<file path="src/rtl/project_pkg.sv">
// Shared string-sender definitions: string IDs used by the mode controllers,
// ROM geometry. Optional CR/LF suffix is selected by STR_SENDER_CRLF_EN.
package project_pkg;

    localparam int STR_ID_W    = 3;
    localparam int STR_MAX_LEN = 16;

    typedef enum logic [STR_ID_W-1:0] {
        STR_MODE_INPUT = 3'd0,
        STR_MODE_GEN   = 3'd1,
        STR_MODE_SHOW  = 3'd2,
        STR_MODE_CALC  = 3'd3,
        STR_MODE_SET   = 3'd4,
        STR_ERROR      = 3'd5,
        STR_OK         = 3'd6,
        STR_EMPTY      = 3'd7
    } str_id_t;

endpackage

</file>
<file path="src/rtl/str_sender_rom.sv">
// String table for str_sender: combinational (id, index) -> character and
// id -> total length. STR_SENDER_CRLF_EN appends 0D 0A to every entry.
module str_rom
    import project_pkg::*;
#(
    parameter int MAX_LEN = STR_MAX_LEN,
    parameter int ID_W    = STR_ID_W,
    parameter int LEN_W   = $clog2(MAX_LEN + 2)
) (
    input  logic [ID_W-1:0]  id,
    input  logic [LEN_W-1:0] index,
    output logic [7:0]       ch,
    output logic [LEN_W-1:0] len
);

    logic [MAX_LEN*8-1:0] body;
    logic [LEN_W-1:0]     body_len;
    logic [LEN_W-1:0]     rev;

    // Literals are right-justified, so character i sits at byte (body_len-1-i).
    always_comb begin
        body     = '0;
        body_len = '0;
        case (id)
            ID_W'(STR_MODE_INPUT): begin body[8*10-1:0] = "mode-input"; body_len = LEN_W'(10); end
            ID_W'(STR_MODE_GEN):   begin body[8*8-1:0]  = "mode-gen";   body_len = LEN_W'(8);  end
            ID_W'(STR_MODE_SHOW):  begin body[8*9-1:0]  = "mode-show";  body_len = LEN_W'(9);  end
            ID_W'(STR_MODE_CALC):  begin body[8*9-1:0]  = "mode-calc";  body_len = LEN_W'(9);  end
            ID_W'(STR_MODE_SET):   begin body[8*8-1:0]  = "mode-set";   body_len = LEN_W'(8);  end
            ID_W'(STR_ERROR):      begin body[8*5-1:0]  = "error";      body_len = LEN_W'(5);  end
            ID_W'(STR_OK):         begin body[8*2-1:0]  = "ok";         body_len = LEN_W'(2);  end
            default:               begin body = '0;                     body_len = '0;         end
        endcase
    end

    always_comb begin
        rev = body_len - LEN_W'(1) - index;
        ch  = 8'h00;
        if (index < body_len) begin
            for (int unsigned i = 0; i < MAX_LEN; i++) begin
                if (LEN_W'(i) == rev) ch = body[i*8 +: 8];
            end
        end
`ifdef STR_SENDER_CRLF_EN
        else if (index == body_len) begin
            ch = 8'h0D;
        end else if (index == body_len + LEN_W'(1)) begin
            ch = 8'h0A;
        end
`endif
    end

`ifdef STR_SENDER_CRLF_EN
    assign len = body_len + LEN_W'(2);
`else
    assign len = body_len;
`endif

endmodule

</file>
<file path="src/rtl/str_sender.sv">
// Sends a ROM string selected by ID to the UART transmitter over valid/ready,
// then pulses done. Build with STR_SENDER_CRLF_EN to append CR/LF.
module str_sender
    import project_pkg::*;
#(
    parameter int MAX_LEN = STR_MAX_LEN,
    parameter int ID_W    = STR_ID_W
) (
    input  logic            clk,
    input  logic            rst_n,
    input  logic            str_start,
    input  logic [ID_W-1:0] str_id,
    input  logic            abort,
    output logic            ready,
    output logic            done,
    output logic [7:0]      tx_data,
    output logic            tx_valid,
    input  logic            tx_ready
);

    localparam int LEN_W = $clog2(MAX_LEN + 2);

    typedef enum logic [1:0] {IDLE, SEND, FINISH} state_t;

    state_t           state;
    logic [ID_W-1:0]  id_q;
    logic [LEN_W-1:0] index;
    logic [ID_W-1:0]  rom_id;
    logic [LEN_W-1:0] rom_idx;
    logic [LEN_W-1:0] rom_len;
    logic [7:0]       rom_ch;

    // In IDLE the ROM looks at the incoming ID so the first byte is ready at start.
    always_comb begin
        rom_id  = id_q;
        rom_idx = index + LEN_W'(1);
        if (state == IDLE) begin
            rom_id  = str_id;
            rom_idx = '0;
        end
    end

    str_rom #(
        .MAX_LEN(MAX_LEN),
        .ID_W   (ID_W),
        .LEN_W  (LEN_W)
    ) u_rom (
        .id   (rom_id),
        .index(rom_idx),
        .ch   (rom_ch),
        .len  (rom_len)
    );

    always_ff @(posedge clk or negedge rst_n) begin
        if (!rst_n) begin
            state    <= IDLE;
            id_q     <= '0;
            index    <= '0;
            ready    <= 1'b1;
            done     <= 1'b0;
            tx_valid <= 1'b0;
            tx_data  <= 8'h00;
        end else begin
            case (state)
                IDLE: begin
                    done <= 1'b0;
                    if (str_start) begin
                        id_q  <= str_id;
                        index <= '0;
                        ready <= 1'b0;
                        if (rom_len != '0) begin
                            state    <= SEND;
                            tx_valid <= 1'b1;
                            tx_data  <= rom_ch;
                        end else begin
                            state <= FINISH;
                        end
                    end
                end
                SEND: begin
                    if (abort) begin
                        tx_valid <= 1'b0;
                        ready    <= 1'b1;
                        state    <= IDLE;
                    end else if (tx_ready) begin
                        if (index == rom_len - LEN_W'(1)) begin
                            tx_valid <= 1'b0;
                            state    <= FINISH;
                        end else begin
                            index   <= index + LEN_W'(1);
                            tx_data <= rom_ch;
                        end
                    end
                end
                FINISH: begin
                    state <= IDLE;
                    ready <= 1'b1;
                    done  <= !abort;
                end
                default: begin
                    state    <= IDLE;
                    ready    <= 1'b1;
                    done     <= 1'b0;
                    tx_valid <= 1'b0;
                end
            endcase
        end
    end

endmodule

</file>
<file path="config.mk">
export PLATFORM = sky130hd
export DESIGN_NAME = str_sender
export DESIGN_NICKNAME = d
export VERILOG_FILES = /design/src/rtl/project_pkg.sv /design/src/rtl/str_sender_rom.sv /design/src/rtl/str_sender.sv
export SDC_FILE = /design/constraint.sdc
export NUM_CORES = 1
export LEC_CHECK = 0
export BUFFER_PORTS_ARGS = -buffer_cell sky130_fd_sc_hd__buf_2
export CAP_MARGIN = 20
export CORE_MARGIN = 2
export CORE_UTILIZATION = 45
export CTS_CLUSTER_SIZE = 16
export DETAILED_ROUTE_END_ITERATION = 6
export GPL_TIMING_DRIVEN = 0
export PLACE_DENSITY = 0.63
export SYNTH_ARGS = -nofsm -noshare
export SYNTH_HDL_FRONTEND = slang
export SYNTH_SLANG_ARGS = --single-unit
</file>
<file path="constraint.sdc">
create_clock -name clk -period 10.1 [get_ports clk]
set_input_delay 2.02 -clock clk [delete_from_list [all_inputs] [get_ports clk]]
set_output_delay 2.02 -clock clk [all_outputs]
set_load 0.05 [all_outputs]
</file>
==> results.txt <==
- Highest fanout seen on the critical path: 7
- The tightest hold path in the finished design has a slack of a little under 0.5 ns.
- In this run the worst hold path is classified as reg -> reg.
- The mapped netlist covers 0.00241 mm2.
- Port bufs: 15
- The clock passes through at most 2 buffers.
- Final number of hold-violating endpoints: 0
- In this run, synthesis produced a sequential element count of 20.
- Top FF cell, synth: sky130_fd_sc_hd__dfrtp_1
* Relative max-transition margin: 48.5%
- Across all layers, the routed design uses 2349 vias.
- The first routing iteration left 280 violations.
- TritonCTS built the clock tree.
- The worst path uses 60.1% of the clock period.
- The startpoint identified for the worst hold timing path is tx_data[4].
- Chip Height: 77.2 um
- Detailed routing placed a total of 2.87 mm of wire on met2.
- Number of remaining DRC errors: 0
* Final count of pins violating max slew: 0
- Number of hold buffers added after CTS: 0
- The worst setup path is launched from an input pin.
- Area share of the largest cell type after synthesis: around a fifth
- CTS built an H-tree with a depth of 1.
* Cell type with the highest aggregate area in the netlist: sky130_fd_sc_hd__dfrtp_1
- In this run the critical register-to-register path is launched from state[1].
- Most frequent standard cell in the layout excluding fill and tap cells: sky130_fd_sc_hd__nand2_1
- Overflow left after global routing: 0
- After clock tree synthesis, the clock-pin slew on the worst setup and hold paths is 0.07 ns.
- Result of the run: finished, final reports clean
- Compared with the post-synthesis result, the final layout area differs by 8.62%.
- Starting utilization of the core area: about 47%
- After filler insertion, the fill cell instance count of the layout stands at 541.
- At the worst endpoint, the arrival time is 6.21 ns.
- Number of cells upsized or downsized after cts: 0
* Setup TNS after final layout: 0 ns
- Antenna diode count: 0
- Final layout net count: 330
- In this run the count of I/O pins placed on the die edge is 19.
* Number of instances in the placed design: approximately 380
* Crit path required time: 10.24 ns
* Area of the die: 0.00595 mm2
* RSZ-0062 raised after global routing: no
* Top layer reached by signal wires: met4
* Total wirelength of the detailed-routed design: 6.60 mm
- Summed over all nets, the half-perimeter wirelength after detailed placement is 4.93 mm.
* Clk sinks: 20
* Count of max-cap constraint violations: 0
* Yosys warning count: 0
* Total routing resource utilization after global routing: between 20% and 30%
* Worst path setup slack after routing: 4.03 ns
- Async set-reset flop share out of synthesis: 100%
* Antenna violations before repair: 0
- Highest cell delay on the worst timing path: between 0.6 and 0.7 ns
* Routed via count divided by cell count: 6.20
* Startpoint-to-endpoint class of the critical path: in -> reg
* Clock latency of the later-clocked register in the worst-skew pair: roughly 0.25 ns
* Max Freq: ~0.16 GHz
- Postcts setup bufs: 0
- Number of buffers added by the clock tree synthesis step: 3
- The finished layout holds 379 standard cells, fillers aside.
- Initial DRT Pass Iterations: 5
* Time the worst path needs with I/O delays and setup: 6.07 ns
* Critical path startpoint: str_id[1]
* Critical path, cell by cell: buf_2 > or4b_1 > o31ai_4 > nor2_1 > or2_2 > ha_1 > inv_1 > fa_1 > a21o_1 > a21oi_1 > xnor2_1 > o311ai_0 > o21bai_1 > nor2_1 > a221o_1
* Routed length on met1: approximately 3.3 mm
* Width of the die: 77.2 um
- Post-placement worst setup slack: 3.83 ns
- Entering global routing, the biggest net connects 21 pins.
* Clock root buffer master: sky130_fd_sc_hd__clkbuf_8
- The core region is 0.00514 mm2.
* Sequential fraction of the synthesis area: a little over a fifth
* Worst path bufs/invs: 2
- Synth cell types: 83
- WL/cell: between 15 and 20 um
- First-pass GRT wire length: 10.7 mm
- Mapped Nets: 310
* Number of antenna-violating nets in the routed design: 0
- The cell that appears most often on the critical path is sky130_fd_sc_hd__nor2_1.
- Among cell families on the critical path, the largest total delay comes from compound AO/OA/AOI/OAI gates.
- Measured slew at the worst slew-check pin: 0.770 ns
- Final setup violation count: 0
* Number of global-route vias before repair: 2180
* Average size of a mapped cell: 8.31 um2
* Slowest stage cell on the critical path: sky130_fd_sc_hd__o311ai_0
- Std-Cell Rows: 26
* Clock skew after layout: 0.00109 ns
* Element type at the critical path end: flop
- Cells with a size suffix above 1 make up 17.5% of the layout.
* Number of instances in the synthesized netlist: 290
- Ranking of synthesized cells by area: sky130_fd_sc_hd__dfrtp_1 (20%), sky130_fd_sc_hd__ha_1 (5.7%), sky130_fd_sc_hd__nand2_1 (3.6%), sky130_fd_sc_hd__a21oi_1 (3.5%), sky130_fd_sc_hd__o21ai_0 (3.5%)
* Placer congestion estimate: about 0.95
* Met3 layer wire length in the routed design: 327 um
* Number of flops mapped to enable cells by yosys: 0
- The top cell types in the final layout, fill and taps aside, are sky130_fd_sc_hd__nand2_1 (23), sky130_fd_sc_hd__nor2_1 (20), sky130_fd_sc_hd__dfrtp_1 (19).
[worst paths after layout]
path | end | slack [ns] | cells after the start
worst max-delay path | tx_data[0] | 4.03 | 15
worst min-delay path | tx_data[4] | 0.49 | 1
worst max register to register | tx_data[0] | 4.90 | 16
worst min register to register | tx_data[4] | 0.49 | 1
max in group asynchronous | ready | 8.05 | 1
min in group asynchronous | id_q[1] | 1.71 | 1
[metal layers]
layer	track usage, %	up-vias
met5	0	-
met4	8.04	0
met3	1.06	12
met2	33.4	99
met1	33.2	1103
li1	-	1135
[cell families (layout without fill, tap and decap cells)]
family	Yosys count	count (layout)	share of synthesized area [%]
muxes	6	6	2.65
other	1	1	0.156
buffers and inverters	34	53	6.96
and+or+nand+nor	101	101	24.3
adders and majority gates	12	12	6.55
xor gates and xnor gates	13	13	6.03
DFF	20	20	20.8
AOI/OAI and AO/OA	103	103	32.6
[cell usage after synthesis, types with 6 or more instances]
| library cell | instances |
|---|---|
| sky130_fd_sc_hd__nand2_1 | 23 |
| sky130_fd_sc_hd__nor2_1 | 20 |
| sky130_fd_sc_hd__dfrtp_1 | 19 |
| sky130_fd_sc_hd__a21oi_1 | 17 |
| sky130_fd_sc_hd__o21ai_0 | 17 |
| sky130_fd_sc_hd__inv_1 | 15 |
| sky130_fd_sc_hd__ha_1 | 11 |
| sky130_fd_sc_hd__clkbuf_1 | 10 |
| sky130_fd_sc_hd__o211ai_1 | 7 |
| sky130_fd_sc_hd__nor2b_1 | 6 |
| sky130_fd_sc_hd__xnor2_1 | 6 |
[layout make-up]
type,count,area (um2),share of cell area [%]
well taps,70,87.6,3.35
multi-input cells,236,1740,66.5
flip-flops and latches,20,502,19.2
repair buffers,15,75.1,2.87
clock buffers,4,45.0,1.72
inverters,16,60.1,2.30
plain buffers,18,108,4.11
[sequential cells by signal (all words and copies together) (netlist names)]
| register | count |
|---|---|
| state | 2 |
| done | 1 |
| tx_data | 7 |
| tx_valid | 1 |
| index | 5 |
| ready | 1 |
| id_q | 3 |
[worst reg2reg max path: cells and delay by family, from the launching register on]
family	cells	cell delay (ns)
simple gates	3	0.37
buf+inv	3	0.66
flops	1	0.52
fa+ha+maj	2	0.92
xor+xnor	1	0.17
compound gates	7	2.46
[stage by stage]
step,instance area [um2],util (%)
floorplan,2410,-
global placement,2570,50.0
detailed placement,2570,50.0
CTS,2620,50.9
global route,2620,50.9
finish,2620,50.9
Power is not shown: default switching activity piles up to over one toggle a cycle in this logic, so the estimate is an artifact.
